`config.mk`:
```
export PLATFORM = sky130hd
export DESIGN_NAME = load_store_unit
export DESIGN_NICKNAME = d
export VERILOG_FILES = /design/src/rtl/load_store_unit.sv
export SDC_FILE = /design/constraint.sdc
export NUM_CORES = 1
export LEC_CHECK = 0
export BUFFER_PORTS_ARGS = -buffer_cell sky130_fd_sc_hd__buf_4
export CORE_MARGIN = 4
export CORE_UTILIZATION = 25
export DETAILED_ROUTE_END_ITERATION = 10
export GPL_TIMING_DRIVEN = 0
export PLACE_DENSITY = 0.54
export SLEW_MARGIN = 40
export SYNTH_ARGS = -nofsm -noshare
export SYNTH_HDL_FRONTEND = slang
export SYNTH_SLANG_ARGS = --single-unit
```
`constraint.sdc`:
```
create_clock -name clk -period 2.45 [get_ports clk]
set_input_delay 0.735 -clock clk [delete_from_list [all_inputs] [get_ports clk]]
set_output_delay 0.735 -clock clk [all_outputs]
set_load 0.02 [all_outputs]
```
`src/rtl/load_store_unit.sv`:
```
// load_store_unit
//
// Memory-side initiator for a word-only data memory. Accepts load/store requests from the
// datapath, performs byte/halfword loads with sign or zero extension, and implements
// byte/halfword stores as a read-modify-write of the containing word.
//
// Optional build macro: LSU_MISALIGN_TRAP_EN
//   defined   - misaligned LH/LHU/SH (Addr[0]=1) and LW/SW (Addr[1:0]!=0) are aborted with
//               Done=1, Misaligned=1 and no memory access.
//   undefined - Misaligned is tied to 0; offending low address bits are forced to 0 and the
//               access proceeds.
//
// Ports:
//   clk, rst_n   - clock (rising edge), asynchronous active-low reset
//   Req          - request strobe, sampled only when Busy=0
//   Op           - MIPS opcode (LB/LH/LW/LBU/LHU/SB/SH/SW)
//   Addr         - byte address
//   StoreData    - store source (low byte/half for SB/SH)
//   LoadData     - extended load result, held until the next load completes
//   Done         - one-cycle completion pulse
//   Busy         - high while an access is in flight
//   Misaligned   - valid with Done; access was aborted
//   MemAddress   - word-aligned memory address, latched at accept
//   MemDataIn    - write data to memory (0 outside the write cycle)
//   MemRead      - memory read enable
//   MemWrite     - memory write enable
//   MemDataOut   - combinational read data from memory

module load_store_unit #(
  parameter int unsigned ADDR_WIDTH = 32,
  parameter bit          BIG_ENDIAN = 1'b1
) (
  input  logic                  clk,
  input  logic                  rst_n,
  input  logic                  Req,
  input  logic [5:0]            Op,
  input  logic [ADDR_WIDTH-1:0] Addr,
  input  logic [31:0]           StoreData,
  output logic [31:0]           LoadData,
  output logic                  Done,
  output logic                  Busy,
  output logic                  Misaligned,
  output logic [ADDR_WIDTH-1:0] MemAddress,
  output logic [31:0]           MemDataIn,
  output logic                  MemRead,
  output logic                  MemWrite,
  input  logic [31:0]           MemDataOut
);

  localparam logic [5:0] OpLb  = 6'b100000;
  localparam logic [5:0] OpLh  = 6'b100001;
  localparam logic [5:0] OpLw  = 6'b100011;
  localparam logic [5:0] OpLbu = 6'b100100;
  localparam logic [5:0] OpLhu = 6'b100101;
  localparam logic [5:0] OpSb  = 6'b101000;
  localparam logic [5:0] OpSh  = 6'b101001;
  localparam logic [5:0] OpSw  = 6'b101011;

  typedef enum logic [1:0] {StIdle, StRead, StRmwRd, StWrite} state_e;

  state_e                state_q;
  logic [5:0]            op_q;
  logic [1:0]            off_q;
  logic [31:0]           sdata_q;
  logic [31:0]           merge_q;
  logic [31:0]           load_data_q;
  logic                  done_q;
  logic [ADDR_WIDTH-1:0] mem_addr_q;

  // Request decode (applies to the incoming Op/Addr at accept time)
  logic       req_load, req_sw, req_rmw, req_half, req_word, req_mis;
  logic [1:0] req_off;

  always_comb begin
    req_load = (Op == OpLb) || (Op == OpLh) || (Op == OpLw) || (Op == OpLbu) || (Op == OpLhu);
    req_sw   = (Op == OpSw);
    req_rmw  = (Op == OpSb) || (Op == OpSh);
    req_half = (Op == OpLh) || (Op == OpLhu) || (Op == OpSh);
    req_word = (Op == OpLw) || (Op == OpSw);
`ifdef LSU_MISALIGN_TRAP_EN
    req_mis  = (req_half && Addr[0]) || (req_word && (Addr[1:0] != 2'b00));
`else
    req_mis  = 1'b0;
`endif
    // Lane offset with the illegal low bits cleared; aligned requests are unaffected.
    if (req_word) begin
      req_off = 2'b00;
    end else if (req_half) begin
      req_off = {Addr[1], 1'b0};
    end else begin
      req_off = Addr[1:0];
    end
  end

  // Lane selection on the latched offset. In big-endian order byte k sits at bits
  // [31-8k -: 8], so the shift for byte k is 8*(3-k) = {~k, 3'b000}.
  logic [4:0]  byte_sh, half_sh;
  logic [7:0]  rd_byte;
  logic [15:0] rd_half;
  logic [31:0] ext_data;
  logic [31:0] lane_mask, lane_ins, merge_val;

  always_comb begin
    if (BIG_ENDIAN) begin
      byte_sh = {~off_q, 3'b000};
      half_sh = {~off_q[1], 4'b0000};
    end else begin
      byte_sh = {off_q, 3'b000};
      half_sh = {off_q[1], 4'b0000};
    end
    rd_byte = 8'(MemDataOut >> byte_sh);
    rd_half = 16'(MemDataOut >> half_sh);

    case (op_q)
      OpLb:    ext_data = {{24{rd_byte[7]}}, rd_byte};
      OpLbu:   ext_data = {24'b0, rd_byte};
      OpLh:    ext_data = {{16{rd_half[15]}}, rd_half};
      OpLhu:   ext_data = {16'b0, rd_half};
      default: ext_data = MemDataOut;
    endcase

    if (op_q == OpSb) begin
      lane_mask = 32'h0000_00FF << byte_sh;
      lane_ins  = {24'b0, sdata_q[7:0]} << byte_sh;
    end else begin
      lane_mask = 32'h0000_FFFF << half_sh;
      lane_ins  = {16'b0, sdata_q[15:0]} << half_sh;
    end
    merge_val = (MemDataOut & ~lane_mask) | lane_ins;
  end

`ifdef LSU_MISALIGN_TRAP_EN
  logic mis_q;
`endif

  always_ff @(posedge clk or negedge rst_n) begin
    if (!rst_n) begin
      state_q     <= StIdle;
      op_q        <= '0;
      off_q       <= '0;
      sdata_q     <= '0;
      merge_q     <= '0;
      load_data_q <= '0;
      done_q      <= 1'b0;
      mem_addr_q  <= '0;
`ifdef LSU_MISALIGN_TRAP_EN
      mis_q       <= 1'b0;
`endif
    end else begin
      done_q <= 1'b0;
`ifdef LSU_MISALIGN_TRAP_EN
      mis_q  <= 1'b0;
`endif
      unique case (state_q)
        StIdle: begin
          if (Req) begin
            op_q       <= Op;
            off_q      <= req_off;
            sdata_q    <= StoreData;
            mem_addr_q <= {Addr[ADDR_WIDTH-1:2], 2'b00};
            if (req_mis) begin
              done_q <= 1'b1;
`ifdef LSU_MISALIGN_TRAP_EN
              mis_q  <= 1'b1;
`endif
            end else if (req_load) begin
              state_q <= StRead;
            end else if (req_sw) begin
              state_q <= StWrite;
            end else if (req_rmw) begin
              state_q <= StRmwRd;
            end else begin
              // Unsupported opcode: complete immediately without touching memory.
              done_q <= 1'b1;
            end
          end
        end
        StRead: begin
          load_data_q <= ext_data;
          done_q      <= 1'b1;
          state_q     <= StIdle;
        end
        StRmwRd: begin
          merge_q <= merge_val;
          state_q <= StWrite;
        end
        StWrite: begin
          done_q  <= 1'b1;
          state_q <= StIdle;
        end
        default: state_q <= StIdle;
      endcase
    end
  end

`ifdef LSU_MISALIGN_TRAP_EN
  assign Misaligned = mis_q;
`else
  assign Misaligned = 1'b0;
`endif

  // Memory strobes decode straight from state so an asynchronous reset drops them at once.
  assign MemRead    = (state_q == StRead) || (state_q == StRmwRd);
  assign MemWrite   = (state_q == StWrite);
  assign MemDataIn  = (state_q != StWrite) ? 32'h0 : ((op_q == OpSw) ? sdata_q : merge_q);
  assign Busy       = (state_q != StIdle);
  assign Done       = done_q;
  assign LoadData   = load_data_q;
  assign MemAddress = mem_addr_q;

endmodule

```
== After elaboration in Yosys (flattened, before gate mapping) ==
Index checks and enable logic that the tools add are counted.
Operators by class
  equal/unequal tests: 20
  shift operators: 6
  multiplexer cells: 17
  bitwise logic cells: 5
  reductions and logical operators: 14
Operators by type and width (number)
  32-bit two-way mux: 4
  32-bit case mux with 4 select lines: 1
  6-bit equality test, second input constant: 14
  32-bit AND: 1
  32-bit NOT: 1
  32-bit OR: 1
  16-bit by 5-bit << shifter with 32-bit output: 1
  16-bit by 5-bit << shifter with 32-bit output, first input constant: 1
  8-bit by 5-bit << shifter with 32-bit output: 1
  8-bit by 5-bit << shifter with 32-bit output, first input constant: 1
  32-bit by 5-bit >> shifter with 16-bit output: 1
  32-bit by 5-bit >> shifter with 8-bit output: 1
  2-bit two-way mux: 5
  1-bit logical OR: 9
  2-bit case mux with 3 select lines: 1
  1-bit two-way mux: 5
  2-bit equality test, second input constant: 2
  2-bit inequality test, second input constant: 2
  4-bit inequality test, second input constant: 1
  2-bit AND reduction: 2
  2-bit by 1-bit equality test with 1-bit output, second input constant: 1
  2-bit zero test: 1
  2-bit NOT: 1
  1-bit case mux with 2 select lines: 1
  3 further kinds: 3
Storage, ports and cells
  flip-flop bits (word level): 137
  input bits: 105
  output and inout bits: 101
  word-level logic and storage cells: 70

== Depth between registers and ports, before layout ==
  depth after elaboration: 8
  depth in mapped cells: 7
  depth with buffers taken out: 6

== Worst setup path after synthesis ==
Ideal clock, no wire load.
  path type: reg-to-output
  start: register op_q[2]
  end: output MemDataIn[0]
  data arrival time: 1761 ps
  required time: 1715 ps
  path slack: -46 ps
  stages on the path, launching flop included: 7
  path buffers: 2
  path through: dfrtp_1 -> and4bb_2 -> and3_1 -> clkbuf_1 -> buf_2 -> nand2_1 -> a21boi_0
Between the ends
  longest elaborated chain between the ends: 3
RTL lines
  start: declaration: line 62  | logic [5:0] op_q;
  start signal: assignment: line 157  | op_q <= Op;
  6-bit equality test: line 205  | assign MemDataIn = (state_q != StWrite) ? 32'h0 : ((op_q == OpSw) ? sdata_q : merge_q);
  32-bit two-way mux (2 in series): line 205
  end: declaration: line 44  | output logic [31:0] MemDataIn,
Every way passes these cells.

== Final worst setup path ==
  start: register op_q[2]
  end: output MemDataIn[22]
Same word-level chain as after synthesis.

==> flow_summary.ini <==
[outcome]
status = finished with violations
violations = setup timing

[sta]
maxSlewViolCount = 0
fin_crit_sh_pct = 112
min_period_ns = 2.74
finalHoldViolCount = 0
setup_viol = 32
grt_setup_unrepaired = true
worstMarginPinSlew_ns = 0.675
clock_skew_ns = 0.00640
slew_headroom_pct = 54.7
worst_slack_ns = -0.290
fmax_ghz = 0.365

[detailed_routing]
postRouteAntennaNets = 0
avgViaCountPerCell = 4.69
wl_mm = 24.6
drt_iter0_drc = 396
drt_drc_violations_left = 0
wire_per_inst_um = 19.7
firstDrtPassIters = 5
num_vias = 5866

[setup_path]
worstPathRequired_ns = 1.71
cp_slowest_stage_delay_ns = 0.41
path_buf_inv = 2
startpoint_type = register
path_delay_family = simple AND/OR/NAND/NOR gates
critical_path.cell_chain = and4bb_2, and3_4, clkbuf_16, nand2_1, a21boi_1, buf_4
critPathSlowestCell = dfrtp_2
crit_type = register to primary output
arrival_ns = 2.00
worst_setup_path_end_kind = primary output
cp_max_fo = 7
r2r_slack_ns = 0.19

[floorplan]
fp-row-count = 60
die_area_um2 = 30300
die_y_um = 174
initial_utilization_pct = 25.5
coreArea_um2 = 27100
ios = 206
chipWidth_um = 174

[clock_network]
cts_tree = yes
clock_latency_ns = 0.42
cts_sinks = 137
clk_path_buf_depth = 2
h-tree-depth = 4
cts_made_buffers = 17
root_buffer = clkbuf_16
clkTransAtPathRegs_ns = 0.06

[placed_design]
postPlaceCellArea_um2 = 8960
post-place-ws_ns = -0.330
dp_hpwl_mm = 18.8
io_buffers = 202
place_inst = 1213
place_congestion = 0.900

[global_route]
track_usage_pct = 15.8
antenna_found_initial = 1
grt_pass1_vias = 5929
grt_pass1_wl_mm = 36.8
grt_start_max_net_pins = 58
grt_overflow = 0

[synthesis]
synthSimpleGateAreaFrac_pct = 13.3
synthCells = 635
synthMuxAreaShare_pct = 16.3
synth_xor_xnor_area_share_pct = 0
synth_compound_area_share_pct = 16.0
synth_area_um2 = 6910
synth_top_family_by_area = multiplexers
ys_seq_elements = 137
synthArstFlopShare_pct = 100
synth_area_per_cell_um2 = 10.9
synthAdderAreaFrac_pct = 0.906
synth-seq-area-share_pct = 49.6
ys_types = 49
synth-warning-count = 0
synth-main-ff-cell = dfrtp_1
synth_edf_count = 0

[layout]
nets = 975
drive_above_1_share_pct = 46.0
post-route-cell-area_um2 = 9970
flow.area_growth_from_synthesis_pct = 44.3
num-fill-cells = 2745
final_core_util_pct = 36.8
stdcell_count = 1251

[power]
switching_share_pct = 39.9
leakage_nw = 4.40
p_int_mw = 8.10
p_comb_share_pct = 47.7
finalPower_mw = 13.5
pwr-share-seq_pct = 31.7
power_frac_clock_pct = 20.6
p_switching_mw = 5.39
ir_drop_v = 0.000737
power_density_nw_per_um2 = 1350

[flow_run]
max_cap_viol_count = 0

[worst_hold_path]
hp-class = input port to asynchronous set/reset pin
==> area by class of cell <==
type | count | area, um2 | area share [%]
inverters | 8 | 33.8 | 0.339
diodes | 1 | 2.50 | 0.0251
flip-flops and latches | 137 | 3430 | 34.4
clock inverters | 15 | 200 | 2.01
multi-input cells | 444 | 3410 | 34.2
plain buffers | 47 | 265 | 2.66
repair buffers | 210 | 1730 | 17.4
clock buffers | 17 | 425 | 4.27
well taps | 372 | 465 | 4.67
==> per-stage QoR <==
step / hold WS (ns) / TNS [ns]
floorplan: 0.439 / 0
global placement: 0.472 / -17.89
detailed placement: 0.476 / -7.53
CTS: 0.157 / -8.50
global route: 0.168 / -10.82
finish: 0.162 / -8.28
==> kinds of logic (layout without fill, tap and decap cells) <==
group,Yosys count,after routing
AOI/OAI and AO/OA,157,157
adders and majority gates,5,5
buffers and inverters,56,297
DFF,137,137
muxes,94,94
other,1,4
and+or+nand+nor,185,185
==> cell usage after synthesis, types with 2 or more instances <==
master	count	area (um2)
ha_1	5	62.6
nor3_1	6	30.0
a311o_1	16	160
nor4b_1	8	70.1
nor2_1	32	120
o211ai_1	8	60.1
buf_4	4	30.0
buf_6	3	33.8
o31ai_4	2	42.5
nand2_1	82	308
mux4_2	8	180
o22ai_1	2	12.5
a21boi_0	32	240
mux2_2	69	777
nand3_1	9	45.0
inv_1	7	26.3
o21ai_1	2	10.0
o41ai_1	6	52.6
o21ai_0	37	185
dfrtp_1	137	3430
mux2i_1	17	170
nand2b_1	17	106
nor2b_1	20	125
a21oi_1	27	135
clkbuf_1	30	113
a22oi_1	16	120
buf_2	11	55.1
==> what timing repair did <==
action                                  4_1_cts  5_1_grt
hold endpoints to repair                      0        0
hold buffers                                  0        0
gates cloned                                  1        2
endpoints found under the setup margin       32       49
pin swaps                                    10       23
setup buffers                                 3        0
resized for setup                            47       58
==> per-layer routing <==
| layer | global-route usage, % | wire, um | vias to the layer above |
|---|---|---|---|
| met5 | 0 | 0 | - |
| met4 | 3.83 | 247 | 0 |
| met3 | 5.42 | 2030 | 17 |
| met2 | 24.1 | 11200 | 236 |
| met1 | 21.7 | 11100 | 2871 |
| li1 | - | - | 2742 |
==> cell usage in the layout, fill, tap and decap left out, types with 13 or more instances in the layout <==
master,netlist,final
o21ai_0,37,37
nor2b_1,20,20
nand2_2,1,13
clkbuf_16,0,18
buf_6,3,29
mux2i_1,17,17
nand2_1,82,64
buf_4,4,186
a311o_1,16,16
a22oi_1,16,16
a21boi_2,0,25
mux2_2,69,69
clkbuf_1,30,21
dfrtp_1,137,135
nor2_1,32,32
a21oi_1,27,27
nand2b_1,17,17
==> flip-flops by register name, summed over array words and instances (netlist names) <==
register,count
merge_q,32
Done,1
op_q,6
state_q,2
LoadData,32
sdata_q,32
MemAddress,30
off_q,2
==> worst paths after layout <==
path                              start            end  cells past startpoint
min in group clk           LoadData[14]   LoadData[14]                      2
hold reg to reg            LoadData[14]   LoadData[14]                      2
setup / recovery                op_q[2]  MemDataIn[22]                      6
hold / removal                    rst_n    sdata_q[28]                      1
setup reg to reg             state_q[1]    LoadData[4]                      6
max in group asynchronous         rst_n        op_q[2]                      3
==> power groups by stage <==
| stage | Sequential [mW] | Combinational [mW] | Clock (mW) |
|---|---|---|---|
| floorplan | 4.64 | 3.36 | 0 |
| finish | 4.28 | 6.43 | 2.78 |
| global placement | 4.26 | 6.12 | 0 |
| global route | 4.41 | 6.97 | 2.96 |
| CTS | 4.24 | 6.36 | 2.85 |
| detailed placement | 4.27 | 6.19 | 0 |
No activity file was read; power rests on OpenSTA's default activity.
